### src/rtl/dff_bit_readout_pkg.sv
// Shared types and constants for the dff_bit_readout slice: readout FSM state,
// default register width and the bit-index width helper.
package dff_readout_pkg;

    typedef enum logic {
        IDLE = 1'b0,
        SEND = 1'b1
    } state_t;

    localparam int unsigned DEFAULT_WIDTH = 4;

    // Index counter needs at least one bit even for a 1- or 2-bit bank.
    function automatic int unsigned idx_width(input int unsigned w);
        return (w <= 2) ? 1 : $clog2(w);
    endfunction

endpackage

### src/rtl/dff_bit_readout_if.sv
// Valid/ready serial readout port of dff_bit_readout; the engine drives it
// through the master modport, the sink through the slave modport.
interface dff_bit_readout_if;

    logic SO;
    logic SO_KNOWN;
    logic SO_VALID;
    logic SO_READY;
    logic SO_LAST;

    modport master (
        output SO,
        output SO_KNOWN,
        output SO_VALID,
        output SO_LAST,
        input  SO_READY
    );

    modport slave (
        input  SO,
        input  SO_KNOWN,
        input  SO_VALID,
        input  SO_LAST,
        output SO_READY
    );

endinterface

### src/rtl/dff_bit_readout_bank.sv
// Per-bit write-enabled register bank with "written since reset/clear" flags.
// CLR replaces the flags with this cycle's enables instead of OR-ing them in.
module dff_bit_bank
    import dff_readout_pkg::*;
#(
    parameter int unsigned WIDTH = DEFAULT_WIDTH
) (
    input  logic             CLK,
    input  logic             RST_N,
    input  logic [WIDTH-1:0] EN,
    input  logic [WIDTH-1:0] D,
    input  logic             CLR,
    output logic [WIDTH-1:0] Q,
    output logic [WIDTH-1:0] QV
);

    always_ff @(posedge CLK or negedge RST_N) begin
        if (!RST_N) begin
            Q  <= '0;
            QV <= '0;
        end else begin
            Q  <= (Q & ~EN) | (D & EN);
            QV <= CLR ? EN : (QV | EN);
        end
    end

endmodule

### src/rtl/dff_bit_readout.sv
// Enable-gated DFF bank with snapshot-and-serialize LSB-first readout.
// Optional macro DFF_READOUT_CLEAR_ON_READ_EN: accepting a readout clears QV.
module dff_bit_readout
    import dff_readout_pkg::*;
#(
    parameter int unsigned WIDTH = DEFAULT_WIDTH,
    parameter int unsigned IDX_W = idx_width(WIDTH)
) (
    input  logic               CLK,
    input  logic               RST_N,
    input  logic [WIDTH-1:0]   EN,
    input  logic [WIDTH-1:0]   D,
    output logic [WIDTH-1:0]   Q,
    output logic [WIDTH-1:0]   QV,
    input  logic               RD_REQ,
    output logic               RD_BUSY,
    dff_bit_readout_if.master  so
);

    localparam logic [IDX_W-1:0] LAST_IDX = IDX_W'(WIDTH - 1);

    state_t           state;
    logic [IDX_W-1:0] idx;
    logic [IDX_W-1:0] nidx;
    logic [WIDTH-1:0] shadow_q;
    logic [WIDTH-1:0] shadow_v;
    logic             accept;
    logic             clr;

    assign accept = (state == IDLE) && RD_REQ;

`ifdef DFF_READOUT_CLEAR_ON_READ_EN
    assign clr = accept;
`else
    assign clr = 1'b0;
`endif

    always_comb begin
        nidx = idx + IDX_W'(1);
    end

    dff_bit_bank #(
        .WIDTH (WIDTH)
    ) u_bank (
        .CLK   (CLK),
        .RST_N (RST_N),
        .EN    (EN),
        .D     (D),
        .CLR   (clr),
        .Q     (Q),
        .QV    (QV)
    );

    // Beat 0 is presented straight from the live bank so it is valid the
    // cycle after the request; later beats come from the shadow copy.
    always_ff @(posedge CLK or negedge RST_N) begin
        if (!RST_N) begin
            state       <= IDLE;
            idx         <= '0;
            shadow_q    <= '0;
            shadow_v    <= '0;
            RD_BUSY     <= 1'b0;
            so.SO       <= 1'b0;
            so.SO_KNOWN <= 1'b0;
            so.SO_VALID <= 1'b0;
            so.SO_LAST  <= 1'b0;
        end else begin
            case (state)
                IDLE: begin
                    if (accept) begin
                        shadow_q    <= Q;
                        shadow_v    <= QV;
                        idx         <= '0;
                        state       <= SEND;
                        RD_BUSY     <= 1'b1;
                        so.SO       <= Q[0];
                        so.SO_KNOWN <= QV[0];
                        so.SO_VALID <= 1'b1;
                        so.SO_LAST  <= (WIDTH == 1);
                    end
                end
                SEND: begin
                    if (so.SO_READY) begin
                        if (idx == LAST_IDX) begin
                            state       <= IDLE;
                            idx         <= '0;
                            RD_BUSY     <= 1'b0;
                            so.SO       <= 1'b0;
                            so.SO_KNOWN <= 1'b0;
                            so.SO_VALID <= 1'b0;
                            so.SO_LAST  <= 1'b0;
                        end else begin
                            idx         <= nidx;
                            so.SO       <= shadow_q[nidx];
                            so.SO_KNOWN <= shadow_v[nidx];
                            so.SO_LAST  <= (nidx == LAST_IDX);
                        end
                    end
                end
                default: state <= IDLE;
            endcase
        end
    end

endmodule

### src/flat_wrapper.sv
// flat-port wrapper written by rule: the top's interface ports become plain ports
module dff_bit_readout_flat import dff_readout_pkg::*;
#(
    parameter int unsigned WIDTH = DEFAULT_WIDTH,
    parameter int unsigned IDX_W = idx_width(WIDTH)
)
  (CLK, RST_N, EN, D, Q, QV, RD_REQ, RD_BUSY, so_SO, so_SO_KNOWN, so_SO_VALID, so_SO_LAST, so_SO_READY);
  dff_bit_readout_if so_i ();
  input  logic CLK;
  input  logic RST_N;
  input  logic [WIDTH-1:0] EN;
  input  logic [WIDTH-1:0] D;
  output logic [WIDTH-1:0] Q;
  output logic [WIDTH-1:0] QV;
  input  logic RD_REQ;
  output logic RD_BUSY;
  output wire logic [$bits(so_i.SO)-1:0] so_SO;
  output wire logic [$bits(so_i.SO_KNOWN)-1:0] so_SO_KNOWN;
  output wire logic [$bits(so_i.SO_VALID)-1:0] so_SO_VALID;
  output wire logic [$bits(so_i.SO_LAST)-1:0] so_SO_LAST;
  input wire logic [$bits(so_i.SO_READY)-1:0] so_SO_READY;
  assign so_SO = so_i.SO;
  assign so_SO_KNOWN = so_i.SO_KNOWN;
  assign so_SO_VALID = so_i.SO_VALID;
  assign so_SO_LAST = so_i.SO_LAST;
  assign so_i.SO_READY = so_SO_READY;
  dff_bit_readout #(.WIDTH(WIDTH), .IDX_W(IDX_W)) u_core (.CLK(CLK), .RST_N(RST_N), .EN(EN), .D(D), .Q(Q), .QV(QV), .RD_REQ(RD_REQ), .RD_BUSY(RD_BUSY), .so(so_i));
endmodule
### config.mk
export PLATFORM = sky130hd
export DESIGN_NAME = dff_bit_readout_flat
export DESIGN_NICKNAME = d
export VERILOG_FILES = /design/src/rtl/dff_bit_readout_pkg.sv /design/src/rtl/dff_bit_readout_if.sv /design/src/rtl/dff_bit_readout_bank.sv /design/src/rtl/dff_bit_readout.sv /design/src/flat_wrapper.sv
export SDC_FILE = /design/constraint.sdc
export NUM_CORES = 1
export LEC_CHECK = 0
export BUFFER_PORTS_ARGS = -buffer_cell sky130_fd_sc_hd__buf_2
export CORE_ASPECT_RATIO = 1.2
export CORE_MARGIN = 8
export CORE_UTILIZATION = 30
export DETAILED_ROUTE_END_ITERATION = 8
export PLACE_DENSITY = 0.49
export SLEW_MARGIN = 40
export SYNTH_ARGS = -nofsm -noshare
export SYNTH_HDL_FRONTEND = slang
export SYNTH_SLANG_ARGS = --single-unit
### constraint.sdc
create_clock -name CLK -period 3.7 [get_ports CLK]
set_input_delay 0.185 -clock CLK [delete_from_list [all_inputs] [get_ports CLK]]
set_output_delay 0.185 -clock CLK [all_outputs]
set_load 0.01 [all_outputs]
After elaboration in Yosys (flattened, before gate mapping). Cells that the tools add are included.

Memories: 0. Logic and storage cells: 55. Input port bits: 12. Memory bits (read-only): 0. Register bits after elaboration: 23. Output and inout bits: 13. Bits in latches: 0. Bits in writable memories: 0.

Eq/ne operators: 5. Multipliers: 0. Divide/modulo/power cells: 0. Reductions and logical operators: 4. Bitwise operators: 6. Add/subtract/negate cells: 1. Multiplexer cells: 28. Magnitude comparators: 1. Shifts and indexed selects: 0.

Operator list (number): 1-bit two-way mux (17); 1-bit case mux with 2 select lines (5); 4-bit AND (2); 4-bit bitwise OR (2); 2-bit two-way mux (3); 1-bit binary-select mux with 2-bit select (2); 2-bit equality test (second input constant) (2); 2-bit != test (second input constant) (2); 4-bit inverter (1); 2-bit case mux with 2 select lines (1); 2-bit AND reduction (2); 2-bit by 3-bit less-than comparator with 1-bit output (second input constant) (1); 3-bit AND reduction (1); 2-bit by 1-bit adder with 2-bit output (second input constant) (1); 2-bit by 1-bit != test with 1-bit output (second input constant) (1); 1-bit logical AND (1); 1-bit inverter (1).

Logic depth before layout (Yosys ltp).
Depth after elaboration: 6. Mapped depth: 6. Depth with buffers taken out: 5.

Modules after synthesis. From an unflattened synthesis, not the netlist that was laid out.

Cell total of the unflattened synthesis: 95. Area total of the unflattened synthesis: 1033.5 µm².

By module, submodules not included: dff_bit_readout (cells an instance 78, sequential area each 375.4 µm², area each 734.5 µm², instances 1); dff_bit_bank (cells an instance 17, sequential area each 200.2 µm², area each 299.0 µm², instances 1).

Worst setup path after synthesis. Ideal clock, no wire load.

Path kind: register to register. From: reg u_core.idx[0]. To: reg u_core.so.SO. Setup time: 127 ps. Data required time: 3573 ps. Arrival: 1432 ps. Buffers on the path: 1. Setup slack: 2141 ps. Period minus slack after synthesis: 1559 ps. Stages on the path, launching flop included: 7. Cells stage by stage: dfrtp_1 -> inv_1 -> ha_1 -> buf_2 -> mux2i_1 -> nor2_1 -> o32a_2.

Longest elaborated chain between the ends: 6. Elaborated cells on any way between the ends: 7. Classes of those cells: add/sub (1); eq/ne (1); mux (5).

RTL lines: from (decl) (RTL line dff_bit_readout.sv:23) `logic [IDX_W-1:0] idx;`; from (signal assigned) (RTL line dff_bit_readout.sv:93) `idx <= nidx;`; 2-bit by 1-bit adder with 2-bit output (RTL line dff_bit_readout.sv:39) `nidx = idx + IDX_W'(1);`; 1-bit binary-select mux with 2-bit select (RTL line dff_bit_readout.sv:94) `so.SO <= shadow_q[nidx];`; 1-bit two-way mux (not written as such) (RTL line dff_bit_readout.sv:94); 1-bit two-way mux * (RTL line dff_bit_readout.sv:84) `if (idx == LAST_IDX) begin`; 1-bit two-way mux * (RTL line dff_bit_readout.sv:83) `if (so.SO_READY) begin`; 1-bit case mux with 2 select lines * (RTL line dff_bit_readout.sv:68) `case (state)`; to (signal assigned) (RTL line dff_bit_readout.sv:76) `so.SO <= Q[0];`; to (signal assigned) (RTL line dff_bit_readout.sv:94); to (decl) (RTL line dff_bit_readout_if.sv:12) `output SO,`.

Mark *: on every way between the ends. The rest lies on a longest branch, timed or not. The select of a mux whose other input is x is not followed. A chain may end at the register's enable or synchronous reset.

Final worst setup path. Ends and elaborated chain as after synthesis.

==> results.txt <==
----------------------------------------------------
[Worst setup path]
  Reg-to-reg critical path startpoint ... u_core.idx[0]$_DFFE_PN0P_
  Cell type group with the largest total delay on the critical path ... flip-flops
  Largest fanout on the critical path ... 6
  Worst path arrival time ... 1.83 ns
  Master of the slowest instance on the critical path ... dfrtp_1
  Startpoint of the most critical setup path ... u_core.idx[0]$_DFFE_PN0P_
  Kind of end point of the critical path ... register
  Cell-by-cell listing of the critical path ... inv_1 > ha_1 > mux2i_1 > nor2_1 > o32a_2
  Crit path largest cell delay ... 0.44 ns
  Req. time, crit path ... 3.86 ns
  Setup Crit Path Kind ... register to register
  Type of element launching the critical path ... register
  Worst path buffer plus inverter count ... 1

[CTS]
  Setup bufs post-CTS ... 0
  Sinks on the clock net ... 23
  Cts bufs inserted ... 3
  Clock insertion delay at the later pin of the skew report ... 0.27 ns
  Count of hold buffers inserted by post-cts repair ... 1
  Number of buffers on the longest clock path ... 2
  CTS clock-pin slew for the worst setup and hold paths ... 0.09 ns
  Total of cells resized after clock tree synthesis ... 0
  Count of H-tree levels built during CTS ... 1
  CTS tree ... built
  Root Driver ... clkbuf_8

[Min path]
  Launch point of the worst hold path ... EN[0]
  Worst hold path type ... input port to register

[Floorplanning]
  Initial cell density of the core ... 30.51%
  Chip width ... 68.73 um
  Placeable Area ... 0.003281 mm^2
  Number of placed I/O pins ... 25
  Die ar. ... 0.005449 mm^2
  Number of placement rows ... 23
  Height of the die ... 79.28 um

[GRT]
  Met3 Track Usage GR ... 2.391%
  Global-route wire length before repair ... 3.387 mm
  Pin count of the biggest net entering global routing ... 24
  GR Util All Layers ... 8.072%
  Global-route track usage on met2 ... 12.58%
  Fraction of met1 tracks used by global routing ... 10.16%
  Number of global-route vias before repair ... 772
  Global route overflow ... 0
  Initial antenna violation count ... 0
  Layer with the highest usage ... met2

[STA]
  Final count of hold timing violations ... 0
  Count of final setup violators ... 0
  Post-route clock period utilization ... 45.14%
  Transition time at the pin with the least slew margin ... 0.5245 ns
  Normalized max-slew margin ... 65.03%
  Achievable Freq ... 598.8 MHz
  Total negative slack for setup checks ... 0 ns
  Post-route worst hold slack ... 0.1202 ns
  Number of pins exceeding their max-slew limit in the final report ... 0
  Minimum period implied by the final worst setup slack ... 1.670 ns
  Unrepaired setup endpoints after global routing ... false
  Clock Skews ... 0.005713 ns

[Power]
  Static leakage power ... 0.5947 nW
  PwrDens ... 711.1 mW/mm^2
  Maximum resistive drop on vdd ... 260.6 uV

[Synth]
  Register area share after synthesis ... 57.50%
  #FFs+latches synth ... 23
  Syn_nets ... 107
  Number of distinct library cell variants in the gate-level netlist after synthesis ... 21
  Post-synthesis async set-or-reset flop share ... 100.0%
  Most numerous cell in the Yosys netlist ... nand2_1
  Post-synth design cell area ... 0.001001 mm^2
  Mapped Avg Cell Area ... 10.76 um^2
  Commonest cells post-synth ... nand2_1 (32), dfrtp_1 (23), mux2i_1 (5), nor2_1 (5)
  Count of flip-flops with a built-in enable after synthesis ... 0
  Top post-synthesis cells by area ... dfrtp_1 (57%), nand2_1 (12%), mux2i_1 (5.0%), mux2_2 (4.5%), ha_1 (2.5%)
  Fraction of synthesized cell area taken by the top area cell type ... 57.50%
  Instance count of the mapped netlist ... 93
  Main flop type after synthesis ... dfrtp_1
  Synth area leader ... dfrtp_1
  Total number of yosys warnings ... 0

[Placement]
  Standard cell area after detailed placement ... 0.001134 mm^2
  Count of input and output buffers ... 24
  Final weighted congestion in routability-driven placement ... 0.7820
  Hpwl dp ... 1.607 mm

[Routing]
  Count of vias placed by the detailed router ... 731
  DR DRC count ... 0
  Routed via count divided by cell count ... 4.747
  Iteration count of the initial detailed-routing pass ... 4
  Post-Route WL ... 2.099 mm
  First-iteration detailed-routing DRC count ... 18
  Remaining antenna violation count after routing ... 0
  Average wire length per cell after detail routing ... 13.63 um

[Final layout]
  Fraction of layout cells with a size suffix above 1 ... 34.19%
  Fill cell instance count of the final layout ... 352
  Final Instance Area ... 0.001190 mm^2
  Layout Area Growth over Synthesis ... 18.87%
  Layout Nets ... 132
  Diodes inserted ... 0

[Run status]
  Result of the run ... finished clean

[Run]
  Max-cap viol count ... 0

----------------------------------------------------
logic make-up (layout without fill, tap and decap cells):
group,count (synthesis),after routing,share of synthesized area [%]
buffers and inverters,6,30,3.749
flip-flops,23,23,57.50
AO/OA/AOI/OAI,8,8,6.499
multiplexers,9,9,9.500
adder cells (fa/ha/maj),2,2,2.500
AND/OR/NAND/NOR,45,45,20.25
report_power, final:
part | internal (mW) | switching [mW]
combinational | 0.142 | 0.147
sequential | 0.334 | 0.0657
clock | 0.0752 | 0.0817
total | 0.551 | 0.295
per-stage QoR:
| stage | utilization [%] | setup slack [ns] | power (mW) | std cells |
|---|---|---|---|---|
| final | 36.27 | 2.030 | 0.8461 | 154 |
| after global placement | 34.55 | 2.111 | 0.6895 | 149 |
| after detailed placement | 34.55 | 2.032 | 0.7022 | 149 |
| after global routing | 36.27 | 1.923 | 0.9068 | 154 |
| after floorplan | - | 2.141 | 0.6226 | 93 |
| after CTS | 36.27 | 2.013 | 0.8633 | 154 |
cell type report:
class,count,area (um^2),share of cell area [%]
inverter,1,3.754,0.3155
multi-input combinational,64,387.9,32.60
clock buffer,3,41.29,3.470
timing repair buffer,25,130.1,10.94
tap,37,46.29,3.891
sequential,23,575.6,48.37
clock inverter,1,5.005,0.4206
final timing paths:
kind                                                  endpoint  slack, ns  cells past startpoint
min in group asynchronous        u_core.so.SO_LAST$_DFFE_PN0P_       0.43                      2
worst min-delay path             u_core.u_bank.QV[0]$_DFF_PN0_       0.12                      2
worst max register to register        u_core.so.SO$_DFFE_PN0P_       2.03                      5
worst max-delay path                  u_core.so.SO$_DFFE_PN0P_       2.03                      5
max in group asynchronous       u_core.shadow_v[1]$_DFFE_PN0P_       2.92                      2
worst min register to register  u_core.shadow_v[1]$_DFFE_PN0P_       0.48                      2
placed cells by master (no fill, tap or decap), drive strengths merged:
master,n
a21oi,1
a32o,1
and2b,1
buf,24
clkbuf,3
clkinv,1
dfrtp,23
dlygate4sd3,1
ha,2
inv,1
mux2,4
mux2i,5
nand2,32
nand2b,1
nand3b,1
nor2,5
o21a,2
o21ai,1
o31ai,1
o32a,2
or2,4
or3b,1
metal layers:
metal,vias up,share of wire (%)
met2,25,46
met1,349,47
met4,0,1.1
met3,4,6.6
met5,-,0
li1,353,-
Power figures use the tool's default switching activity.
